<file path="config.mk">
export PLATFORM = sky130hd
export DESIGN_NAME = iddmm_feeder
export DESIGN_NICKNAME = d
export VERILOG_FILES = /design/src/rtl/iddmm_pkg.sv /design/src/rtl/iddmm_res_buf.sv /design/src/rtl/iddmm_feeder.sv
export SDC_FILE = /design/constraint.sdc
export NUM_CORES = 2
export LEC_CHECK = 0
export BUFFER_PORTS_ARGS = -buffer_cell sky130_fd_sc_hd__clkbuf_2
export CAP_MARGIN = 20
export CORE_MARGIN = 3
export CORE_UTILIZATION = 50
export CTS_CLUSTER_DIAMETER = 40
export DETAILED_ROUTE_END_ITERATION = 8
export GPL_TIMING_DRIVEN = 0
export HOLD_SLACK_MARGIN = 0.1
export PLACE_DENSITY = 0.75
export REMOVE_ABC_BUFFERS = 1
export SLEW_MARGIN = 10
export SYNTH_ARGS = -nofsm -noshare
export SYNTH_HDL_FRONTEND = slang
export SYNTH_SLANG_ARGS = --single-unit
</file>
<file path="constraint.sdc">
create_clock -name clk -period 7.68 [get_ports clk]
set_clock_uncertainty 0.05 [all_clocks]
set_input_delay 1.92 -clock clk [delete_from_list [all_inputs] [get_ports clk]]
set_output_delay 1.92 -clock clk [all_outputs]
set_load 0.02 [all_outputs]
</file>
<file path="src/rtl/iddmm_pkg.sv">
// Shared types and constants for the iddmm operand/result feeder.
// Holds the FSM state encoding, the RAM write-enable bit positions and the default geometry.
package iddmm_pkg;

    localparam int K_DEF = 128;
    localparam int N_DEF = 32;

    localparam int WR_X = 0;
    localparam int WR_Y = 1;
    localparam int WR_M = 2;

    typedef enum logic [2:0] {
        ST_IDLE   = 3'd0,
        ST_LOAD_X = 3'd1,
        ST_LOAD_Y = 3'd2,
        ST_LOAD_M = 3'd3,
        ST_REQ    = 3'd4,
        ST_RUN    = 3'd5,
        ST_DRAIN  = 3'd6
    } feeder_state_t;

endpackage

</file>
<file path="src/rtl/iddmm_res_buf.sv">
// N x K result buffer: one write port, one registered read port (1-cycle read latency).
// No flow control of its own; occupancy is owned by the feeder FSM.
module iddmm_res_buf #(
    parameter int K      = 128,
    parameter int N      = 32,
    parameter int ADDR_W = $clog2(N)
) (
    input  logic              clk,
    input  logic              rst_n,
    input  logic              wr_en_i,
    input  logic [ADDR_W-1:0] wr_addr_i,
    input  logic [K-1:0]      wr_data_i,
    input  logic              rd_en_i,
    input  logic [ADDR_W-1:0] rd_addr_i,
    output logic [K-1:0]      rd_data_o
);

    logic [K-1:0] mem [N];
    logic [K-1:0] rd_data_q;

    // Array left unreset so it maps onto plain RAM.
    always_ff @(posedge clk) begin
        if (wr_en_i) begin
            mem[wr_addr_i] <= wr_data_i;
        end
    end

    always_ff @(posedge clk or negedge rst_n) begin
        if (!rst_n) begin
            rd_data_q <= '0;
        end else if (rd_en_i) begin
            rd_data_q <= mem[rd_addr_i];
        end
    end

    assign rd_data_o = rd_data_q;

endmodule

</file>
<file path="src/rtl/iddmm_feeder.sv">
// Loads x/y/m into the iddmm multiplier RAMs, requests a task, buffers the N result words and replays them
// on a valid/ready stream (first word 1 cycle after DRAIN entry); all back-pressure absorbed here. Option: IDDMM_FEEDER_REUSE_M_EN.
module iddmm_feeder
    import iddmm_pkg::*;
#(
    parameter int K      = K_DEF,
    parameter int N      = N_DEF,
    parameter int ADDR_W = $clog2(N)
) (
    input  logic              clk,
    input  logic              rst_n,
    input  logic [K-1:0]      m1_in,
`ifdef IDDMM_FEEDER_REUSE_M_EN
    input  logic              reuse_m,
`endif
    input  logic              in_valid,
    output logic              in_ready,
    input  logic [K-1:0]      in_data,
    output logic [2:0]        wr_ena,
    output logic [ADDR_W-1:0] wr_addr,
    output logic [K-1:0]      wr_x,
    output logic [K-1:0]      wr_y,
    output logic [K-1:0]      wr_m,
    output logic [K-1:0]      wr_m1,
    output logic              task_req,
    input  logic              task_grant,
    input  logic              task_end,
    input  logic [K-1:0]      task_res,
    output logic              out_valid,
    input  logic              out_ready,
    output logic [K-1:0]      out_data,
    output logic              out_last,
    output logic              busy
);

    localparam logic [ADDR_W-1:0] LAST = ADDR_W'(N - 1);

    feeder_state_t     state_q, state_d;
    logic [ADDR_W-1:0] cnt_q, cnt_d;
    logic [ADDR_W-1:0] rcnt_q, rcnt_d;
    logic [ADDR_W-1:0] rptr_q, rptr_d;
    logic [2:0]        wr_ena_q, wr_ena_d;
    logic [ADDR_W-1:0] wr_addr_q, wr_addr_d;
    logic [K-1:0]      wr_x_q, wr_x_d, wr_y_q, wr_y_d, wr_m_q, wr_m_d, wr_m1_q, wr_m1_d;
    logic              task_req_q, task_req_d;
    logic              out_valid_q, out_valid_d;
    logic              in_ready_q, in_ready_d;
    logic              unexp_end_q, unexp_end_d;
    logic              in_fire, cnt_last, skip_m, buf_we, buf_re;
    logic [K-1:0]      buf_rd_data;

`ifdef IDDMM_FEEDER_REUSE_M_EN
    logic m_loaded_q, m_loaded_d;
    logic reuse_q, reuse_d;
    assign skip_m = reuse_q & m_loaded_q;
`else
    assign skip_m = 1'b0;
`endif

    assign in_fire  = in_valid & in_ready_q;
    assign cnt_last = (cnt_q == LAST);

    always_comb begin
        state_d     = state_q;
        cnt_d       = cnt_q;
        rcnt_d      = rcnt_q;
        rptr_d      = rptr_q;
        wr_ena_d    = 3'b000;
        wr_addr_d   = wr_addr_q;
        wr_x_d      = wr_x_q;
        wr_y_d      = wr_y_q;
        wr_m_d      = wr_m_q;
        wr_m1_d     = wr_m1_q;
        task_req_d  = 1'b0;
        out_valid_d = 1'b0;
        buf_we      = 1'b0;
`ifdef IDDMM_FEEDER_REUSE_M_EN
        m_loaded_d  = m_loaded_q;
        reuse_d     = reuse_q;
`endif
        case (state_q)
            // IDLE accepts x[0] with cnt_q == 0, so it shares the x-load path.
            ST_IDLE, ST_LOAD_X: begin
                if (in_fire) begin
                    wr_ena_d[WR_X] = 1'b1;
                    wr_addr_d      = cnt_q;
                    wr_x_d         = in_data;
                    if (state_q == ST_IDLE) begin
`ifdef IDDMM_FEEDER_REUSE_M_EN
                        reuse_d = reuse_m;
                        if (!(reuse_m && m_loaded_q)) begin
                            wr_m1_d = m1_in;
                        end
`else
                        wr_m1_d = m1_in;
`endif
                    end
                    cnt_d   = cnt_last ? '0 : cnt_q + ADDR_W'(1);
                    state_d = cnt_last ? ST_LOAD_Y : ST_LOAD_X;
                end
            end
            ST_LOAD_Y: begin
                if (in_fire) begin
                    wr_ena_d[WR_Y] = 1'b1;
                    wr_addr_d      = cnt_q;
                    wr_y_d         = in_data;
                    cnt_d          = cnt_last ? '0 : cnt_q + ADDR_W'(1);
                    if (cnt_last) begin
                        state_d = skip_m ? ST_REQ : ST_LOAD_M;
                    end
                end
            end
            ST_LOAD_M: begin
                if (in_fire) begin
                    wr_ena_d[WR_M] = 1'b1;
                    wr_addr_d      = cnt_q;
                    wr_m_d         = in_data;
                    cnt_d          = cnt_last ? '0 : cnt_q + ADDR_W'(1);
                    if (cnt_last) begin
                        state_d = ST_REQ;
`ifdef IDDMM_FEEDER_REUSE_M_EN
                        m_loaded_d = 1'b1;
`endif
                    end
                end
            end
            // task_req rises one cycle after entry, once the last RAM write has landed.
            ST_REQ: begin
                if (task_req_q && task_grant) begin
                    state_d = ST_RUN;
                end else begin
                    task_req_d = 1'b1;
                end
            end
            ST_RUN: begin
                if (task_end) begin
                    buf_we = 1'b1;
                    rcnt_d = (rcnt_q == LAST) ? '0 : rcnt_q + ADDR_W'(1);
                    if (rcnt_q == LAST) begin
                        state_d = ST_DRAIN;
                    end
                end
            end
            ST_DRAIN: begin
                out_valid_d = 1'b1;
                if (out_valid_q && out_ready) begin
                    rptr_d = (rptr_q == LAST) ? '0 : rptr_q + ADDR_W'(1);
                    if (rptr_q == LAST) begin
                        state_d     = ST_IDLE;
                        out_valid_d = 1'b0;
                    end
                end
            end
            default: state_d = ST_IDLE;
        endcase
    end

    assign in_ready_d  = (state_d == ST_IDLE) || (state_d == ST_LOAD_X) ||
                         (state_d == ST_LOAD_Y) || (state_d == ST_LOAD_M);
    assign unexp_end_d = unexp_end_q | (task_end & (state_q != ST_RUN));
    // Reading at rptr_d keeps out_data aligned with rptr_q without a bubble after each accept.
    assign buf_re      = (state_q == ST_DRAIN);

    always_ff @(posedge clk or negedge rst_n) begin
        if (!rst_n) begin
            state_q     <= ST_IDLE;
            cnt_q       <= '0;
            rcnt_q      <= '0;
            rptr_q      <= '0;
            wr_ena_q    <= 3'b000;
            wr_addr_q   <= '0;
            wr_x_q      <= '0;
            wr_y_q      <= '0;
            wr_m_q      <= '0;
            wr_m1_q     <= '0;
            task_req_q  <= 1'b0;
            out_valid_q <= 1'b0;
            in_ready_q  <= 1'b0;
            unexp_end_q <= 1'b0;
`ifdef IDDMM_FEEDER_REUSE_M_EN
            m_loaded_q  <= 1'b0;
            reuse_q     <= 1'b0;
`endif
        end else begin
            state_q     <= state_d;
            cnt_q       <= cnt_d;
            rcnt_q      <= rcnt_d;
            rptr_q      <= rptr_d;
            wr_ena_q    <= wr_ena_d;
            wr_addr_q   <= wr_addr_d;
            wr_x_q      <= wr_x_d;
            wr_y_q      <= wr_y_d;
            wr_m_q      <= wr_m_d;
            wr_m1_q     <= wr_m1_d;
            task_req_q  <= task_req_d;
            out_valid_q <= out_valid_d;
            in_ready_q  <= in_ready_d;
            unexp_end_q <= unexp_end_d;
`ifdef IDDMM_FEEDER_REUSE_M_EN
            m_loaded_q  <= m_loaded_d;
            reuse_q     <= reuse_d;
`endif
        end
    end

    iddmm_res_buf #(
        .K      (K),
        .N      (N),
        .ADDR_W (ADDR_W)
    ) u_res_buf (
        .clk       (clk),
        .rst_n     (rst_n),
        .wr_en_i   (buf_we),
        .wr_addr_i (rcnt_q),
        .wr_data_i (task_res),
        .rd_en_i   (buf_re),
        .rd_addr_i (rptr_d),
        .rd_data_o (buf_rd_data)
    );

    assign in_ready  = in_ready_q;
    assign wr_ena    = wr_ena_q;
    assign wr_addr   = wr_addr_q;
    assign wr_x      = wr_x_q;
    assign wr_y      = wr_y_q;
    assign wr_m      = wr_m_q;
    assign wr_m1     = wr_m1_q;
    assign task_req  = task_req_q;
    assign out_valid = out_valid_q;
    assign out_data  = buf_rd_data;
    assign out_last  = out_valid_q & (rptr_q == LAST);
    assign busy      = (state_q != ST_IDLE);

endmodule

</file>
# Word level (Yosys, flattened, before mapping)
# Memories as Yosys holds them, arrays and structs flattened. A register that Yosys moved wholly into a read port is not among the register bits.
# Index checks and enable logic that the tools add are counted.
# word_totals
regBits,541
ramBits,4096
memories,1
inputBits,390
latchBits,0
wordCells,78
output_inout_bits,653
rom_bits,0
# classes
mul,0
n_reduce_logical,17
n_div,0
magnitude_cmp,0
n_bitwise,2
n_eq_ne,12
add_sub_neg,3
shifts,0
n_mux,30
# mem_list
name,words,width,rd,rd_ports_with_merged_regs,write_ports,line_no,text
u_res_buf.mem,32,128,1,1,1,iddmm_res_buf.sv:18,logic [K-1:0] mem [N];
# op_table
operator,n
$mux W3,10
$mux W5,5
$pmux W3 S6,1
$add A5 B1 Y5 const B,3
$eq A5 B5 Y1 const B,3
$mux W1,13
$eq A3 B2 Y1 const B,4
$reduce_and A2 Y1,5
$eq A3 B3 Y1 const B,3
$eq A3 B1 Y1 const B,2
$logic_not A3 Y1,2
$reduce_or A4 Y1,1
$logic_or A1 B1 Y1,3
$reduce_and A3 Y1,1
$reduce_bool A3 Y1,1
$and A1 B1 Y1,2
$logic_and A1 B1 Y1,2
$mux W2,1
$reduce_or A2 Y1,1
$logic_not A1 Y1,1

# Depth between registers and ports, before layout
# logic_depth
depth_word,8
mapped_depth,17
depth_no_buf,12

# By module
# Synthesis repeated with hierarchy kept, for this count alone.
# unflattened
cells_unflattened,8596
hier_area_um2,181815.6
# by_module_without_submodules
mod,cells_each,seq_area_each_um2,area_per_inst_um2,n_inst
iddmm_res_buf,7377,126201.0,161348.5,1
iddmm_feeder,1219,13538.0,20467.1,1

# Worst setup path after synthesis
# Ideal clock, no wire load.
# synth_timing
kind,in2reg
start,input task_end
end,memory u_res_buf.mem[31][0] (enable)
slack_ns,-0.828
required_time_ns,7.013
path_buffers,1
setup_ns,0.617
stages,4
arrival_ns,7.841
path_cell_list,and3_1 clkbuf_1 nand2_1 nor2_1
# synth_between
elab_chain_len,4
# synth_lines
element,line_no,text
start: declaration,iddmm_feeder.sv:27,"input logic task_end,"
$mux W1,iddmm_feeder.sv:136,if (task_end) begin
$mux W1,iddmm_feeder.sv:81,case (state_q)
$mux W1,iddmm_res_buf.sv:23,if (wr_en_i) begin
$mux W1 (not written as such),iddmm_res_buf.sv:24,mem[wr_addr_i] <= wr_data_i;
end: declaration,iddmm_res_buf.sv:18,
# Every way passes these cells.

# Final worst setup path
# layout_timing
start,register rptr_q[1]
end,"register u_res_buf.rd_data_q[24] (netlist: u_res_buf.rd_data_o[24]), read port of u_res_buf.mem"
# layout_between
elab_chain_len,4
word_cells_on_any_way,5
classes_between,add/sub (1); eq/ne (1); mux (3)
# layout_lines
element,line_no,text
start: declaration,iddmm_feeder.sv:41,"logic [ADDR_W-1:0] rptr_q, rptr_d;"
start signal: assignment,iddmm_feeder.sv:188,rptr_q <= rptr_d;
$add A5 B1 Y5 / $eq A5 B5 Y1 (equally long branches),iddmm_feeder.sv:147,rptr_d = (rptr_q == LAST) ? '0 : rptr_q + ADDR_W'(1);
$mux W5,iddmm_feeder.sv:147,
$mux W5,iddmm_feeder.sv:146,if (out_valid_q && out_ready) begin
$mux W5 (*),iddmm_feeder.sv:81,
end: declaration,iddmm_res_buf.sv:19,logic [K-1:0] rd_data_q;
# Every way passes the cells marked *; elsewhere a longest branch is shown, timed or not.
# A chain may end at the register's enable or synchronous reset.

==> reports/summary.txt <==
status -> finished clean
Post-CTS Setup Inserts -> 0
final net count -> 14162
Placed Instance Area -> 204000 µm²
Slew Viols, Final -> 0
Pleak -> 82.2 nW
library cells used by synthesis -> 48
CTS sink cnt -> 4765
RSZ-0062 raised after global routing -> no
Post-Route WL -> 620000 µm
Int Power -> 54.7 mW
CP cell instances -> ha_1 -> and3_1 -> ha_1 -> and4bb_1 -> nand3b_1 -> and2_4 -> buf_16 -> buf_16 -> inv_8 -> buf_16 -> buf_16 -> buf_16 -> nand2_1 -> a21oi_1 -> nor3_1 -> a21oi_1 -> or4_1
Placer Congestion -> 0.877
Simple-Gate Fraction of Synth Area -> 0.0913
Slew headroom -> 0.373
final design utilization -> 0.611
Design Power -> 83.1 mW
crit-path most repeated cell -> buf_16
met2 Track Usage GR -> 0.502
Seq/Total Area, Yosys -> 0.760
M1 GR Usage -> 0.408
Hold WC Path Type -> reg2reg
Cells after DPL -> 18008
Gate power share -> 0.295
Ys Warns -> 0
CP Data Arrival Time -> 6.86 ns
PwrDens -> 372 nW/µm²
Clk network pwr share -> 0.333
clock buffers created by TritonCTS -> 569
share of layout cells above drive strength 1 -> 0.214
Psw -> 28.3 mW
crit-path max cell delay -> 0.62 ns
Non-Filler Instances -> 19135
switching share of power -> 0.341
Reg power frac -> 0.372
CP bufs+invs -> 6
count of final setup violators -> 0
family with the most delay on the worst path -> simple AND/OR/NAND/NOR gates
clock root cell -> clkbuf_16
Die Height -> 613 µm
Reg clk slew, reported paths -> 0.06 ns
# IOs -> 1043
CTS tree -> yes
Peak VDD IR -> 386 µV
xor and xnor area share after synthesis -> 0
H-tree depth -> 6
worst-case clock buffer depth -> 4
Adder-Cell Fraction of Synth Area -> 0.000612
Setup WS pre-CTS -> 1.09 ns
vias per inst -> 6.30
Row Count -> 222
vias in the first global route -> 115356
Final Cycle Share -> 0.781
initial antenna violation count -> 128
via count -> 120457
top_reg_cell synth -> edfxtp_1
initial core utilization -> 0.502
Core Region -> 366000 µm²
antenna-violating nets left -> 0
cts repair resizes -> 0
Syn-to-layout area delta -> 21.6%
mux cell area share after synthesis -> 0.0737
Design Area, Final -> 224000 µm²
GR peak layer -> met2
CP Class -> reg2reg
endpoint class of the critical path -> flip-flop
Syn Area/Cell -> 14.8 µm²
die footprint -> 375000 µm²
Critical Path Slowest Stage Cell -> and2_4
DRT Pass-1 Iters -> 8
CP startpoint kind -> flip-flop
FMAX -> 167 MHz
DRC violations left -> 0
met3 Use GR -> 0.0849
largest net degree at the start of global routing -> 132
Final Hold Fails -> 0
GRT Resource Usage Total -> 0.322
Die Width -> 613 µm
max cap viols -> 0
Final WS setup -> 1.68 ns
first-pass GRT wire length -> 858000 µm
CTS hold repair buffers -> 0
post-DP HPWL -> 401000 µm
Worst Path Required -> 8.54 ns
grt ovf -> 0
initial drt markers -> 18834
Port Buffers -> 1042
Synth Instances -> 12420
Hold WS -> 0.422 ns
Post-Synthesis Cell Area -> 184000 µm²
Clk Latency, worst-skew pair -> 1.03 ns
largest family of logic cells by synthesized area -> simple AND/OR/NAND/NOR gates
Least-Margin Pin Slew -> 0.939 ns
Final min period -> 6.00 ns
WL/cell -> 32.4 µm
post-synthesis sequential element count -> 4765
post-synthesis compound-gate area fraction -> 0.0565
CP max FO -> 122
Setup TNS -> 0 ns
ys async rst share -> 0.140
Post-synth EDFFs -> 4096
power by group through the flow:
stage	sequential, mW	combinational (mW)	clock, mW
2_1_floorplan	33.1	10.8	0
3_3_place_gp	31.4	18.0	0
3_5_place_dp	31.4	24.0	0
4_1_cts	30.9	24.2	27.9
5_1_grt	31.0	25.9	29.0
6_report	30.9	24.5	27.7
routing by layer:
metal,part of all wire,vias up
met5,0.00077,-
met4,0.061,70
met3,0.12,1652
met2,0.47,8766
met1,0.34,60502
li1,-,49467
final timing paths:
check | start | endpoint | slack (ns) | cells past startpoint
setup / recovery | rptr_q[1] | u_res_buf.rd_data_o[24] | 1.68 | 17
setup reg to reg | rptr_q[1] | u_res_buf.rd_data_o[24] | 1.68 | 17
min in group asynchronous | rst_n | wr_m1[77] | 0.82 | 1
max in group asynchronous | rst_n | wr_y[88] | 4.08 | 6
hold / removal | wr_y[71] | wr_y[71] | 0.42 | 2
hold reg to reg | wr_y[71] | wr_y[71] | 0.42 | 2
tightest hold or removal path, cell delays in order, from the launching register on:
cell and delay, ns:
dfrtp_1 0.34, nand2_1 0.05, nand2_1 0.05
synthesized netlist by cell type, types with 2 or more instances:
library cell / n / area (µm²)
dfrtp_1: 669 / 16700
nand2_1: 2759 / 10400
a32oi_1: 8 / 70.1
ha_1: 9 / 113
clkbuf_1: 566 / 2120
inv_1: 6 / 22.5
edfxtp_1: 4096 / 123000
a221oi_1: 8 / 70.1
and2_1: 3 / 18.8
a31o_1: 8 / 70.1
o21ai_1: 128 / 641
o221ai_1: 133 / 1160
inv_2: 4 / 15.0
and3_1: 124 / 776
a22oi_1: 8 / 60.1
nor3_1: 145 / 726
nand4_1: 2 / 12.5
mux4_2: 119 / 2680
a31oi_1: 122 / 763
a32o_1: 117 / 1170
or3b_2: 2 / 17.5
buf_1: 51 / 191
a2111oi_0: 119 / 1040
or4_1: 119 / 893
nand3_1: 647 / 3240
buf_4: 22 / 165
mux2_2: 393 / 4430
o21ai_0: 381 / 1910
a211oi_1: 2 / 15.0
nor2_1: 163 / 612
a21oi_1: 664 / 3320
or3_1: 3 / 18.8
nand3b_1: 8 / 60.1
o31ai_1: 2 / 15.0
buf_2: 138 / 691
o22ai_1: 10 / 62.6
buf_6: 10 / 113
mux2i_1: 642 / 6430
registers in the layout, summed over array words and instances, names as in the netlist:
name	flops
wr_m1	128
cnt_q	5
state_q	3
wr_addr	5
out_valid	1
wr_y	128
u_res_buf.mem	4096
wr_ena	3
wr_x	128
task_req	1
in_ready	1
u_res_buf.rd_data_o	128
rcnt_q	5
rptr_q	5
wr_m	128
placed cells by master, fill, tap and decap left out, types with 9 or more instances in the layout:
cell	synthesis	final
diode_2	0	76
clkinv_4	0	32
nand2_1	2759	2756
mux4_2	119	119
a32o_1	117	117
clkbuf_2	0	1041
ha_1	9	9
nor2_1	163	127
mux2_2	393	393
a21oi_1	664	663
dfrtp_1	669	669
bufinv_16	0	59
or4_1	119	119
a2111oi_0	119	119
mux2i_1	642	642
edfxtp_1	4096	4096
buf_4	22	24
inv_6	0	43
clkbuf_8	0	41
inv_8	0	21
clkinv_8	0	16
nor3_1	145	143
inv_16	0	13
o22ai_1	10	10
and3_1	124	124
clkinvlp_4	0	49
clkbuf_16	0	582
a31oi_1	122	121
buf_16	0	200
o21ai_0	381	381
clkbuf_1	566	98
nor2_4	0	36
buf_12	0	281
buf_6	10	10
clkinv_1	0	31
clkinv_2	0	64
o21ai_1	128	128
o221ai_1	133	133
nand3_1	647	647
logic make-up after synthesis:
group / after synthesis
AOI/OAI and AO/OA: 1713
adders and majority gates: 9
buffers and inverters: 797
DFF: 4765
muxes: 1155
and+or+nand+nor: 3981
cell type report:
type | count | area, µm²
diodes | 76 | 190
clock buffers | 720 | 15500
clock inverters | 331 | 4180
fillers | 25736 | 143000
inverters | 10 | 72.6
multi-input cells | 6858 | 41200
flip-flops and latches | 4765 | 140000
well taps | 4816 | 6030
repair buffers | 1559 | 16700
Note: power is estimated with default switching activity, not from simulation.
